### src/rtl/sft_calc_core_pkg.sv
// Shared constants, FSM state encoding and operand/result coding helpers
// for the byte-serial 4-bit calculator core.
package sft_calc_core_pkg;

    localparam logic [7:0] ASCII_PLUS    = 8'h2B;
    localparam logic [7:0] ASCII_LO_BASE = 8'h30;
    localparam logic [7:0] ASCII_HI_BASE = 8'h50;

    typedef enum logic [1:0] {
        S_OP1 = 2'd0,
        S_OP2 = 2'd1,
        S_OPR = 2'd2
    } state_e;

    // Only the low nibble of a decoded operand reaches the arithmetic, so the
    // 0x5X range flag is dropped here; bytes outside both ranges decode to zero.
    function automatic logic [3:0] operand_nibble(input logic [7:0] b);
        logic [3:0] nib;
        if ((b[7:4] == ASCII_LO_BASE[7:4]) || (b[7:4] == ASCII_HI_BASE[7:4])) begin
            nib = b[3:0];
        end else begin
            nib = 4'h0;
        end
        return nib;
    endfunction

    function automatic logic [7:0] encode_result(input logic [4:0] res);
        logic [7:0] code;
        if (res[4]) begin
            code = ASCII_HI_BASE + {4'h0, res[3:0]};
        end else begin
            code = ASCII_LO_BASE + {4'h0, res[3:0]};
        end
        return code;
    endfunction

endpackage

### src/rtl/sft_calc_alu.sv
// Combinational datapath: decodes both operand bytes, adds or subtracts
// according to the operator byte and ASCII-encodes the 5-bit result.
module sft_calc_alu
    import sft_calc_core_pkg::*;
(
    input  logic [7:0] op1_i,
    input  logic [7:0] op2_i,
    input  logic [7:0] opr_i,
    output logic [4:0] res_o,
    output logic [7:0] ascii_o
);

    logic [3:0] a_s;
    logic [3:0] b_s;

    // Any operator other than '+' subtracts; bit 4 is carry or borrow.
    always_comb begin
        a_s = operand_nibble(op1_i);
        b_s = operand_nibble(op2_i);
        if (opr_i == ASCII_PLUS) begin
            res_o = {1'b0, a_s} + {1'b0, b_s};
        end else begin
            res_o = {1'b0, a_s} - {1'b0, b_s};
        end
        ascii_o = encode_result(res_o);
    end

endmodule

### src/rtl/sft_calc_core.sv
// Calculator core: collects op1/op2/operator bytes, echoes operands and
// returns the ASCII result one cycle after each accepted byte.
module sft_calc_core
    import sft_calc_core_pkg::*;
#(
    parameter bit ECHO_OPERANDS = 1'b1
) (
    input  logic       clk12m,
    input  logic       rst,
    input  logic [7:0] rx_data,
    input  logic       rx_data_rdy,
    output logic [7:0] tx_data,
    output logic       tx_data_rdy,
    output logic [4:0] leds
);

    state_e     state_q;
    logic [7:0] op1_q;
    logic [7:0] op2_q;
    logic [7:0] tx_data_q;
    logic       tx_rdy_q;
    logic [4:0] leds_q;
    logic [4:0] alu_res_s;
    logic [7:0] alu_ascii_s;

    // The operator is evaluated straight off rx_data in the cycle it arrives.
    sft_calc_alu u_alu (
        .op1_i   (op1_q),
        .op2_i   (op2_q),
        .opr_i   (rx_data),
        .res_o   (alu_res_s),
        .ascii_o (alu_ascii_s)
    );

    // Command FSM with registered transmit strobe, data and LED outputs.
    always_ff @(posedge clk12m or posedge rst) begin
        if (rst) begin
            state_q   <= S_OP1;
            op1_q     <= 8'h00;
            op2_q     <= 8'h00;
            tx_data_q <= 8'h00;
            tx_rdy_q  <= 1'b0;
            leds_q    <= 5'b00000;
        end else begin
            tx_rdy_q <= 1'b0;
            if (rx_data_rdy) begin
                case (state_q)
                    S_OP1: begin
                        op1_q <= rx_data;
                        if (ECHO_OPERANDS) begin
                            tx_data_q <= rx_data;
                            tx_rdy_q  <= 1'b1;
                        end
                        state_q <= S_OP2;
                    end
                    S_OP2: begin
                        op2_q <= rx_data;
                        if (ECHO_OPERANDS) begin
                            tx_data_q <= rx_data;
                            tx_rdy_q  <= 1'b1;
                        end
                        state_q <= S_OPR;
                    end
                    S_OPR: begin
                        tx_data_q <= alu_ascii_s;
                        tx_rdy_q  <= 1'b1;
                        leds_q    <= alu_res_s;
                        state_q   <= S_OP1;
                    end
                    default: begin
                        state_q <= S_OP1;
                    end
                endcase
            end
        end
    end

    assign tx_data     = tx_data_q;
    assign tx_data_rdy = tx_rdy_q;
    assign leds        = leds_q;

endmodule

### config.mk
export PLATFORM = sky130hd
export DESIGN_NAME = sft_calc_core
export DESIGN_NICKNAME = d
export VERILOG_FILES = /design/src/rtl/sft_calc_core_pkg.sv /design/src/rtl/sft_calc_alu.sv /design/src/rtl/sft_calc_core.sv
export SDC_FILE = /design/constraint.sdc
export NUM_CORES = 1
export LEC_CHECK = 0
export ABC_CLOCK_PERIOD_IN_PS = 2900
export BUFFER_PORTS_ARGS = -buffer_cell sky130_fd_sc_hd__buf_2
export CAP_MARGIN = 20
export CORE_UTILIZATION = 40
export CTS_CLUSTER_SIZE = 40
export DETAILED_ROUTE_END_ITERATION = 16
export HOLD_SLACK_MARGIN = 0.08
export PLACE_DENSITY_LB_ADDON = 0.15
export SYNTH_ARGS = -nofsm -noshare
export SYNTH_HDL_FRONTEND = slang
export SYNTH_SLANG_ARGS = --single-unit
### constraint.sdc
create_clock -name clk12m -period 2.9 [get_ports clk12m]
set_input_delay 0.145 -clock clk12m [delete_from_list [all_inputs] [get_ports clk12m]]
set_output_delay 0.145 -clock clk12m [all_outputs]
set_load 0.05 [all_outputs]
After elaboration in Yosys (flattened, before gate mapping). Index checks and enable logic that the tools add are counted.

Add/sub/neg operators: 4. Equal/unequal tests: 7. Multiplexer cells: 8. Reductions and logical operators: 10.

Operator list (count): one-hot mux 8 bit (2 select lines) (1); adder 7 x 4 -> 8 bit (first input constant) (1); == test 4 x 2 -> 1 bit (second input constant) (2); == test 4 x 3 -> 1 bit (second input constant) (2); == test 8 x 6 -> 1 bit (second input constant) (1); 2-to-1 mux 4 bit (2); 2-to-1 mux 8 bit (1); AND reduction 2 bit (4); adder 6 x 4 -> 7 bit (first input constant) (1); adder 4 x 4 -> 5 bit (1); 2-to-1 mux 5 bit (1); subtractor 4 x 4 -> 5 bit (1); one-hot mux 2 bit (2 select lines) (1); OR reduction 3 bit (1); == test 2 x 1 -> 1 bit (second input constant) (1); == test 2 bit (second input constant) (1); zero test 2 bit (1); logical OR 1 bit (2); 2-to-1 mux 1 bit (2); nonzero test 2 bit (1); OR reduction 2 bit (1).

Register bits after elaboration: 32. Input bits: 11.

Longest topological paths before layout. Gate-level depths: netlist of run 1.

Word-level depth: 8. Gate-level depth with buffers: 12. Mapped depth without buffers: 12.

Cells and area by module. Synthesis of run 1 repeated with hierarchy kept, for this count alone.

Cells, all modules: 143. Area total of the unflattened synthesis: 1771.7 um2.

By module, submodules not included: sft_calc_core (times used 1, cells an instance 94, area each 1377.6 um2, sequential area each 800.8 um2); sft_calc_alu (times used 1, cells an instance 49, area each 394.1 um2, sequential area each 0.0 um2).

Worst setup path before layout of run 1. No wires, ideal clock.

Kind: flip-flop to flip-flop. Start: reg op2_q[5]. End: reg tx_data_q[6], in the netlist tx_data[6]. Arrival: 2.385 ns. Data required time: 2.771 ns. Setup slack: 0.386 ns. Cell stages (with the launch flop): 12. Cells stage by stage: dfrtp_1 > xor2_1 > and3b_2 > nand2_1 > ha_1 > inv_1 > o21ai_0 > fa_1 > a21o_1 > a21oi_1 > xor2_1 > o22ai_1.

Cells in the longest elaborated chain, start to end: 8. Elaborated cells on any way between the ends: 11. Classes of those cells: add/sub (4); eq/ne (2); mux (4); reduce/logical (1).

RTL lines: from (decl) (line sft_calc_core.sv:19) `logic [7:0] op2_q;`; from (signal assigned) (line sft_calc_core.sv:57) `op2_q <= rx_data;`; == test 4 x 2 -> 1 bit or == test 4 x 3 -> 1 bit (tied branches) (line sft_calc_core_pkg.sv:19) `if ((b[7:4] == ASCII_LO_BASE[7:4]) || (b[7:4] == ASCII_HI_BASE[7:4])) begin`; logical OR 1 bit (*) (line sft_calc_core_pkg.sv:19); 2-to-1 mux 4 bit (*) (line sft_calc_core_pkg.sv:19); subtractor 4 x 4 -> 5 bit or adder 4 x 4 -> 5 bit (tied branches) (line sft_calc_alu.sv:23, sft_calc_alu.sv:21); 2-to-1 mux 5 bit (*) (line sft_calc_alu.sv:20) `if (opr_i == ASCII_PLUS) begin`; adder 7 x 4 -> 8 bit or adder 6 x 4 -> 7 bit (tied branches) (line sft_calc_core_pkg.sv:30, sft_calc_core_pkg.sv:32); 2-to-1 mux 8 bit (*) (line sft_calc_core_pkg.sv:29) `if (res[4]) begin`; one-hot mux 8 bit (2 select lines) (*) (line sft_calc_core.sv:47) `case (state_q)`; to (signal assigned) (line sft_calc_core.sv:51) `tx_data_q <= rx_data;`; to (signal assigned) (line sft_calc_core.sv:59) `tx_data_q <= rx_data;`; to (signal assigned) (line sft_calc_core.sv:65) `tx_data_q <= alu_ascii_s;`; to (decl) (line sft_calc_core.sv:20) `logic [7:0] tx_data_q;`.

Every way passes the cells marked *; elsewhere a longest branch is shown, timed or not. A chain may end at the register's enable or synchronous reset.

Final worst setup path of run 1.
Start: reg op2_q[6]. End: reg leds_q[4], in the netlist leds[4].

Cells in the longest elaborated chain, start to end: 5. Elaborated cells on any way between the ends: 7. Classes of those cells: add/sub (2); eq/ne (2); mux (2); reduce/logical (1).

RTL lines: == test 4 x 2 -> 1 bit or == test 4 x 3 -> 1 bit (tied branches) (line sft_calc_core_pkg.sv:19); logical OR 1 bit (*) (line sft_calc_core_pkg.sv:19); 2-to-1 mux 4 bit (*) (line sft_calc_core_pkg.sv:19); subtractor 4 x 4 -> 5 bit or adder 4 x 4 -> 5 bit (tied branches) (line sft_calc_alu.sv:23, sft_calc_alu.sv:21); 2-to-1 mux 5 bit (*) (line sft_calc_alu.sv:20); to (signal assigned) (line sft_calc_core.sv:67) `leds_q <= alu_res_s;`; to (decl) (line sft_calc_core.sv:22) `logic [4:0] leds_q;`.

Marks and branches as above.

==> results.json, run 1 <==
{
  "grt_max_degree": 33,
  "drt_iter0_markers": 31,
  "placed_area_um2": 1740,
  "remaining_drc_errors": 0,
  "grt_pass1_vias": 1176,
  "fillers": 353,
  "crit_fanout": 4,
  "avgViaCountPerCell": 5.26,
  "clk_latency_ns": 0.28,
  "wl_met1_um": 1480,
  "async_flop_share": 1.00,
  "path_clk_slew_ns": 0.07,
  "status": "finished, final reports clean",
  "final_area_um2": 1850,
  "max_slew.worst_pin.slew_ns": 0.440,
  "internal_power_uw": 1240,
  "dieHeight_um": 64.4,
  "syn_nets": 150,
  "wl_met3_um": 117,
  "switchingPower_uw": 908,
  "antenna_cells": 0,
  "syn_avg_cell_area_um2": 11.7,
  "core_area_um2": 3690,
  "ctsLongestPathBuffers": 2,
  "power.total_uw": 2140,
  "slew_headroom": 0.706,
  "hold_viol_final": 0,
  "p_leak_uw": 0.000869,
  "path_class": "reg2reg",
  "dr_total_vias": 1131,
  "maxUsedRoutingLayer": "met4",
  "grt_pass1_wl_um": 5490,
  "pwr-share-seq": 0.362,
  "max_freq_mhz": 373,
  "synthFlopType": "dfrtp_1",
  "hold_path_class": "in2reg",
  "cts.sinks": 32,
  "area_growth_pct": 19.0,
  "fin_crit_sh": 0.923,
  "io_pins": 25,
  "arrival_ns": 2.83,
  "rrSetupSlack_ns": 0.22,
  "antenna_found_initial": 0,
  "required_ns": 3.06,
  "drive_above_1_share": 0.359,
  "start_util": 0.422,
  "fin_skew_ns": 0.00789,
  "drt_wl_total_um": 3220,
  "p_per_area_nw_per_um2": 1160,
  "netlist_area_um2": 1560,
  "worst_setup_path_end_kind": "flop",
  "cts_buffers": 5,
  "place_hpwl_um": 2430,
  "ys_types": 34,
  "mostFrequentLayoutCells": "dfrtp_1 (32), buf_2 (24), mux2_2 (19), nand2_1 (11), a21oi_1 (8)",
  "synth-edff-count": 0,
  "ant_nets": 0,
  "tns_ns": 0,
  "dieArea_um2": 4150,
  "final_max_slew_viol_count": 0,
  "mostFrequentLayoutCell": "dfrtp_1",
  "ys_seq_elements": 32,
  "gp_congestion": 0.773,
  "syn_inst": 133,
  "fin_cells": 215,
  "cts_root_buf": "clkbuf_8",
  "synth-seq-area-share": 0.514,
  "die_w_um": 64.4,
  "setup_viol": 0,
  "ir_drop_v": 0.000437,
  "grt_overflow": 0,
  "wl_per_cell_um": 15.0,
  "power.share.clock": 0.162,
  "swShare": 0.423,
  "met2_length_um": 1520,
  "nNetsFinal": 183,
  "fp-row-count": 22,
  "start_kind": "flop",
  "ys_warn_count": 0,
  "period_minus_slack_ns": 2.68,
  "place_inst": 205,
  "p_comb_frac": 0.476,
  "rsz0062_at_grt": "false",
  "maxCapViolCount": 0,
  "htreeDepth": 2,
  "cts_tree": "built",
  "track_usage": 0.181,
  "port_buffers": 24,
  "drt-pass1-iter-count": 4
}
## flip-flops by register name (all words and copies together) (netlist names)
| signal | cells |
|---|---|
| tx_data_rdy | 1 |
| leds | 5 |
| op2_q | 8 |
| tx_data | 8 |
| state_q | 2 |
| op1_q | 8 |
## synthesized netlist by cell type, types with 2 or more instances
cell | count | area, um^2
dfrtp_1 | 32 | 801
mux2_2 | 19 | 214
nand2_1 | 11 | 41.3
a21oi_1 | 8 | 40.0
o21ai_0 | 8 | 40.0
nor2_1 | 6 | 22.5
ha_1 | 5 | 62.6
inv_1 | 5 | 18.8
and2_1 | 4 | 25.0
xnor2_1 | 4 | 35.0
o22ai_1 | 3 | 18.8
a21o_1 | 2 | 15.0
nand3_1 | 2 | 10.0
nor3b_1 | 2 | 15.0
or3_1 | 2 | 12.5
xor2_1 | 2 | 17.5
## worst paths after layout
kind | from | to | cells past startpoint
setup / recovery | op2_q[6] | leds[4] | 11
hold / removal | rx_data_rdy | tx_data[1] | 2
setup reg to reg | op2_q[6] | leds[4] | 11
hold reg to reg | leds[2] | leds[2] | 2
max in group asynchronous | rst | op1_q[1] | 4
min in group asynchronous | rst | leds[0] | 4
## per-layer routing
| metal | track usage | up-vias |
|---|---|---|
| li1 | - | 533 |
| met1 | 0.215 | 558 |
| met2 | 0.292 | 26 |
| met3 | 0.0536 | 14 |
| met4 | 0.0972 | 0 |
| met5 | 0 | - |
## area by class of cell
| type | instances | area (um^2) | share of cell area |
|---|---|---|---|
| flip-flops and latches | 32 | 801 | 0.432 |
| multi-input cells | 94 | 733 | 0.395 |
| repair buffers | 27 | 145 | 0.0783 |
| clock buffers | 6 | 82.6 | 0.0445 |
| well taps | 48 | 60.1 | 0.0324 |
| inverters | 6 | 22.5 | 0.0121 |
| clock inverters | 2 | 10.0 | 0.00540 |
## power groups by stage
stage,Clock [uW],Combinational [uW],Sequential [uW]
floorplan,0,529,1010
global placement,0,978,772
detailed placement,0,994,785
CTS,358,1000,775
global route,374,1110,804
finish,347,1020,776
## stage by stage
stage / hold slack [ns] / setup slack [ns] / utilization
after floorplan: 0.261 / 0.386 / -
after global placement: 0.237 / 0.285 / 0.472
after detailed placement: 0.249 / 0.174 / 0.472
after CTS: 0.139 / 0.120 / 0.500
after global routing: 0.155 / 0.00199 / 0.503
final: 0.144 / 0.222 / 0.503
## kinds of logic after synthesis
logic type      after synthesis  synth area share
flops                        32             0.514
mux                          20             0.144
xor+xnor                      6            0.0337
compound gates               26             0.107
simple gates                 36             0.131
buf+inv                       7            0.0177
fa+ha+maj                     6            0.0530
## critical path: stages, from the launching register on
cell	delay [ns]
dfrtp_1	0.39
xor2_1	0.18
and3b_2	0.24
nand2_1	0.08
ha_1	0.29
inv_1	0.08
o21ai_2	0.09
fa_1	0.48
a21o_1	0.17
a21oi_1	0.17
xor2_1	0.27
o21ai_0	0.11
## timing repair
item / in CTS / in global routing
hold buffers: 1 / 0
setup buffers: 0 / 1
setup endpoints to repair: 0 / 6
resized for setup: 0 / 2
hold endpoints to repair: 32 / 0
No activity file was read; power rests on OpenSTA's default activity.
==> run 2, diff against run 1 <==
--- a/config.mk
+++ b/config.mk
@@ -6,7 +6,7 @@
 export NUM_CORES = 1
 export LEC_CHECK = 0
 export ABC_CLOCK_PERIOD_IN_PS = 2900
-export BUFFER_PORTS_ARGS = -buffer_cell sky130_fd_sc_hd__buf_2
+export BUFFER_PORTS_ARGS = -buffer_cell sky130_fd_sc_hd__buf_4
 export CAP_MARGIN = 20
 export CORE_UTILIZATION = 40
 export CTS_CLUSTER_SIZE = 40
==> run 2 against run 1 <==
- global-route usage down 0.38 points
- cell area rose by 2.6%
- register-to-register slack gained 0.03 ns
- via count down 3.4%
- clock power is essentially flat
- clock skew shrank 0.0065 ns
- worst hold slack worse by 0.047 ns
- clock-buffer cell count unchanged
- core utilization increased by 1.3 points
- worst setup slack better by 0.029 ns
- final cell count fell by 0.47%
==> results.json, run 2 (same netlist as run 1, synthesis figures left out) <==
{
  "port_buffers": 24,
  "final_area_um2": 1900,
  "arrival_ns": 2.81,
  "hp-start": "rx_data_rdy",
  "antenna_cells": 0,
  "mostFrequentLayoutCells": "dfrtp_1 (32), buf_4 (25), mux2_2 (19), nand2_1 (11), a21oi_1 (8)",
  "slew_headroom": 0.714,
  "grt_pass1_vias": 1125,
  "cts_tree": "built",
  "clk_latency_ns": 0.28,
  "required_ns": 3.06,
  "fp-row-count": 22,
  "worst_setup_path_end_kind": "flop",
  "setup_viol": 0,
  "tns_ns": 0,
  "post-cts-setup-buffer-count": 0,
  "fin_crit_sh": 0.913,
  "rsz0062_at_grt": "false",
  "gp_congestion": 0.748,
  "period_minus_slack_ns": 2.65,
  "drt_iter0_markers": 16,
  "path_clk_slew_ns": 0.06,
  "track_usage": 0.177,
  "antenna_found_initial": 0,
  "cts_root_buf": "clkbuf_8",
  "p_per_area_nw_per_um2": 1140,
  "crit_fanout": 4,
  "status": "finished, final reports clean",
  "final_max_slew_viol_count": 0,
  "start_kind": "flop",
  "io_pins": 25,
  "nNetsFinal": 182,
  "cts.sinks": 32,
  "ctsLongestPathBuffers": 2,
  "power.total_uw": 2160,
  "avgViaCountPerCell": 5.11,
  "core_area_um2": 3690,
  "max_slew.worst_pin.slew_ns": 0.428,
  "start_util": 0.422,
  "cp-startpoint": "op2_q[5]",
  "dr_total_vias": 1093,
  "grt_overflow": 0,
  "postLayoutCoreUtil": 0.516,
  "path_class": "reg2reg",
  "remaining_drc_errors": 0,
  "area_growth_pct": 22.2,
  "drt-pass1-iter-count": 4,
  "grt_max_degree": 33,
  "ir_drop_v": 0.000416,
  "htreeDepth": 2,
  "placed_area_um2": 1800,
  "max_freq_mhz": 378,
  "place_hpwl_um": 2350,
  "p_leak_uw": 0.000880,
  "timing.rr.start": "op2_q[5]",
  "ant_nets": 0,
  "dieArea_um2": 4150,
  "drive_above_1_share": 0.349,
  "die_w_um": 64.4,
  "hold_viol_final": 0,
  "dieHeight_um": 64.4,
  "maxCapViolCount": 0,
  "drt_wl_total_um": 3110,
  "wl_per_cell_um": 14.5,
  "fin_skew_ns": 0.00136,
  "grt_pass1_wl_um": 5300,
  "cts_buffers": 5,
  "fillers": 350,
  "mostFrequentLayoutCell": "dfrtp_1",
  "hold_path_class": "in2reg"
}
-- run 2: changes by cell type in the layout (fill, tap and decap cells not counted), sizes merged --
cell / delta
buf: -1
-- run 2: cell type report --
cell class              count  area [um^2]  share of cell area
repair buffers             26          198               0.104
clock buffers               6         82.6              0.0434
well taps                  48         60.1              0.0316
multi-input cells          94          729               0.383
clock inverters             2         10.0             0.00526
flip-flops and latches     32          801               0.421
inverters                   6         22.5              0.0118
-- run 2: stage by stage --
step	std cells	setup slack, ns	hold slack [ns]
floorplan	133	0.386	0.261
global placement	205	0.287	0.253
detailed placement	205	0.203	0.262
CTS	214	0.188	0.0841
global route	214	0.0545	0.104
finish	214	0.251	0.0970
-- run 2: repair_timing --
action,CTS,global route
endpoints found under the setup margin,0,3
hold endpoints to repair,32,0
resized for setup,0,1
hold buffers,1,0
-- run 2: routing by layer --
metal | share of wire | vias to the layer above | wire length (um) | track usage
met4 | 0.016 | 0 | 50 | 0.0806
met1 | 0.46 | 531 | 1430 | 0.212
li1 | - | 535 | - | -
met5 | 0 | - | 0 | 0
met3 | 0.037 | 4 | 116 | 0.0607
met2 | 0.49 | 23 | 1520 | 0.286
-- run 2: power by group --
| part | total, uW | internal (uW) | switching [uW] |
|---|---|---|---|
| Combinational | 1030 | 429 | 599 |
| Sequential | 788 | 645 | 142 |
| Clock | 346 | 189 | 157 |
-- run 2: final timing paths --
check	end	slack, ns	cells after the start
min reg2reg	leds[2]	0.48	2
min	tx_data[1]	0.1	2
max reg2reg	leds[4]	0.25	11
min in group asynchronous	tx_data[7]	0.51	4
max	leds[4]	0.25	11
max in group asynchronous	op2_q[1]	2.10	4
-- run 2: critical path: stages (launching register included) --
cell     delay (ns)
dfrtp_1        0.39
xor2_1         0.18
and3b_2        0.24
nand2_1        0.08
ha_1           0.27
inv_1          0.05
o21ai_1        0.11
fa_1           0.47
a21o_1         0.17
a21oi_1        0.17
xor2_1         0.28
o21ai_0        0.12
==> run 3, diff against run 2 <==
--- a/config.mk
+++ b/config.mk
@@ -5,6 +5,7 @@
 export SDC_FILE = /design/constraint.sdc
 export NUM_CORES = 1
 export LEC_CHECK = 0
+export ABC_AREA = 1
 export ABC_CLOCK_PERIOD_IN_PS = 2900
 export BUFFER_PORTS_ARGS = -buffer_cell sky130_fd_sc_hd__buf_4
 export CAP_MARGIN = 20
@@ -13,6 +14,8 @@
 export DETAILED_ROUTE_END_ITERATION = 16
 export HOLD_SLACK_MARGIN = 0.08
 export PLACE_DENSITY_LB_ADDON = 0.15
+export SETUP_SLACK_MARGIN = 0.05
+export SLEW_MARGIN = 0
 export SYNTH_ARGS = -nofsm -noshare
 export SYNTH_HDL_FRONTEND = slang
 export SYNTH_SLANG_ARGS = --single-unit
==> run 3 against run 2 <==
- final cell count up 26%
- critical path type unchanged
- non-clock buffer count grew 1
- critical path depth up 7
==> results.json, run 3 <==
{
  "status": "finished, final reports clean",
  "path_class": "reg2reg",
  "mostFrequentLayoutCell": "nand2_1",
  "placed_area_um2": 1850,
  "fin_crit_sh": 0.869,
  "grt_pass1_vias": 1318,
  "worst_setup_path_end_kind": "flop",
  "seqCellArea_um2": 801,
  "drt_wl_total_um": 3420,
  "wl_per_cell_um": 12.6,
  "hp-start": "rx_data[7]",
  "nNetsFinal": 238,
  "swShare": 0.434,
  "cts_root_buf": "clkbuf_8",
  "core_area_um2": 3770,
  "clk_latency_ns": 0.29,
  "critPathMostFrequentCell": "nand2_1",
  "cp-startpoint": "op2_q[6]",
  "place_hpwl_um": 2550,
  "final_max_slew_viol_count": 0,
  "cts.sinks": 32,
  "ir_drop_v": 0.000458,
  "ff2ff_path_depth": 18,
  "ys_top_cells_by_area": "dfrtp_1 (49%), nand2_1 (9.7%), o21ai_0 (6.2%), inv_1 (5.8%), nor2_1 (4.4%)",
  "mostFrequentLayoutCells": "nand2_1 (41), dfrtp_1 (32), inv_1 (25), buf_4 (25), o21ai_0 (19)",
  "yosysTopAreaCell": "dfrtp_1",
  "setup_viol": 0,
  "start_kind": "flop",
  "multi_input_area_um2": 694,
  "crit_fanout": 5,
  "required_ns": 3.08,
  "drt_iter0_markers": 80,
  "track_usage": 0.191,
  "rrSetupSlack_ns": 0.38,
  "synth.most_common_cell": "nand2_1",
  "synth-edff-count": 0,
  "synthFlopType": "dfrtp_1",
  "drt-pass1-iter-count": 4,
  "die_w_um": 65.6,
  "dieHeight_um": 65.6,
  "switchingPower_uw": 903,
  "cts_buffers": 5,
  "grt_pass1_wl_um": 6090,
  "p_per_area_nw_per_um2": 1050,
  "ys_types": 26,
  "drive_above_1_share": 0.248,
  "path_clk_slew_ns": 0.07,
  "rsz0062_at_grt": "false",
  "ctsLongestPathBuffers": 2,
  "cpLargestDelayFamily": "simple AND/OR/NAND/NOR gates",
  "final_area_um2": 1990,
  "gp_congestion": 0.846,
  "fillers": 341,
  "cp_num_cells": 18,
  "arrival_ns": 2.70,
  "slew_headroom": 0.597,
  "ant_nets": 0,
  "maxCapViolCount": 0,
  "p_comb_frac": 0.436,
  "place_inst": 260,
  "netlist_top_cells_count": "nand2_1 (42), dfrtp_1 (32), inv_1 (25), o21ai_0 (20), nor2_1 (19)",
  "fin_skew_ns": 0.00430,
  "timing.rr.start": "op2_q[6]",
  "hold_depth": 2,
  "synth_top_area_share": 0.495,
  "internal_power_uw": 1180,
  "pwr-share-seq": 0.364,
  "power.share.clock": 0.200,
  "area_growth_pct": 22.7,
  "hold_path_class": "in2reg",
  "crit_chain": "nand2_1 -> inv_1 -> nor2_2 -> nand2_2 -> nor2_1 -> inv_1 -> ha_1 -> nand2_1 -> o21ai_2 -> fa_2 -> a21oi_1 -> nor2_1 -> nor2_1 -> inv_1 -> nand3_2 -> nand3_2 -> nand2_1 -> nand2_1",
  "start_util": 0.429,
  "syn_nets": 207,
  "ys_seq_elements": 32,
  "dr_total_vias": 1309,
  "htreeDepth": 2,
  "synth-seq-area-share": 0.495,
  "ys_warn_count": 0,
  "cts_tree": "built",
  "grt_overflow": 0,
  "syn_avg_cell_area_um2": 8.52,
  "max_freq_mhz": 397,
  "grt_max_degree": 33,
  "dieArea_um2": 4310,
  "async_flop_share": 1.00,
  "period_minus_slack_ns": 2.52,
  "io_pins": 25,
  "tns_ns": 0,
  "cp_slowest_stage_delay_ns": 0.40,
  "syn_inst": 190,
  "fp-row-count": 22,
  "cp_slowest_cell": "fa_2",
  "antenna_found_initial": 0,
  "hold_viol_final": 0,
  "netlist_area_um2": 1620,
  "fin_cells": 270,
  "p_leak_uw": 0.00103,
  "hold-worst-slack_ns": 0.117,
  "port_buffers": 24,
  "remaining_drc_errors": 0,
  "antenna_cells": 0,
  "crit_buf_inv": 3,
  "max_slew.worst_pin.slew_ns": 0.598,
  "avgViaCountPerCell": 4.85
}
run 3: cell types whose count changed after synthesis, sizes merged, moves of 3 or more:
cell	change
a21oi	+3
xnor2	-4
nand2	+34
and2	-4
nor2	+15
o22ai	-3
inv	+26
mux2	-19
o21ai	+16
run 3: cell type report:
cell class,count,area share
inverters,31,0.0586
flip-flops and latches,32,0.403
repair buffers,27,0.105
clock inverters,2,0.0176
multi-input cells,124,0.349
well taps,48,0.0302
clock buffers,6,0.0365
run 3: worst paths after layout:
| kind | to |
|---|---|
| worst max register to register | tx_data[5] |
| min in group asynchronous | tx_data[5] |
| worst min register to register | op2_q[4] |
| worst min-delay path | tx_data[7] |
| max in group asynchronous | op2_q[0] |
| worst max-delay path | tx_data[5] |
run 3: timing repair:
item / 4_1_cts / 5_1_grt
setup buffers: 0 / 0
hold endpoints to repair: 34 / 0
endpoints found under the setup margin: 0 / 3
hold buffers: 2 / 0
gates resized for setup: 0 / 6
run 3: power by group through the flow:
stage	logic, uW	clock network, uW	registers [uW]
floorplan	429	0	976
global placement	882	0	753
detailed placement	892	0	762
CTS	897	427	755
global route	1020	440	785
finish	907	415	756
run 3: per-layer routing:
metal	GRT usage	routed length (um)	part of all wire
met5	0	0	0
met4	0.0978	75	0.022
met2	0.302	1600	0.47
met3	0.0434	158	0.046
met1	0.242	1580	0.46
run 3: logic make-up after synthesis:
logic type / after synthesis / share of synthesized area
compound gates: 40 / 0.143
buf+inv: 34 / 0.0850
flops: 32 / 0.495
xor+xnor: 4 / 0.0216
simple gates: 74 / 0.205
fa+ha+maj: 6 / 0.0510
run 3: metrics by stage:
step	utilization	power (uW)	setup slack [ns]
after floorplan	-	1400	0.413
after global placement	0.489	1630	0.277
after detailed placement	0.489	1650	0.172
after CTS	0.523	2080	0.155
after global routing	0.527	2240	0.0773
final	0.527	2080	0.381
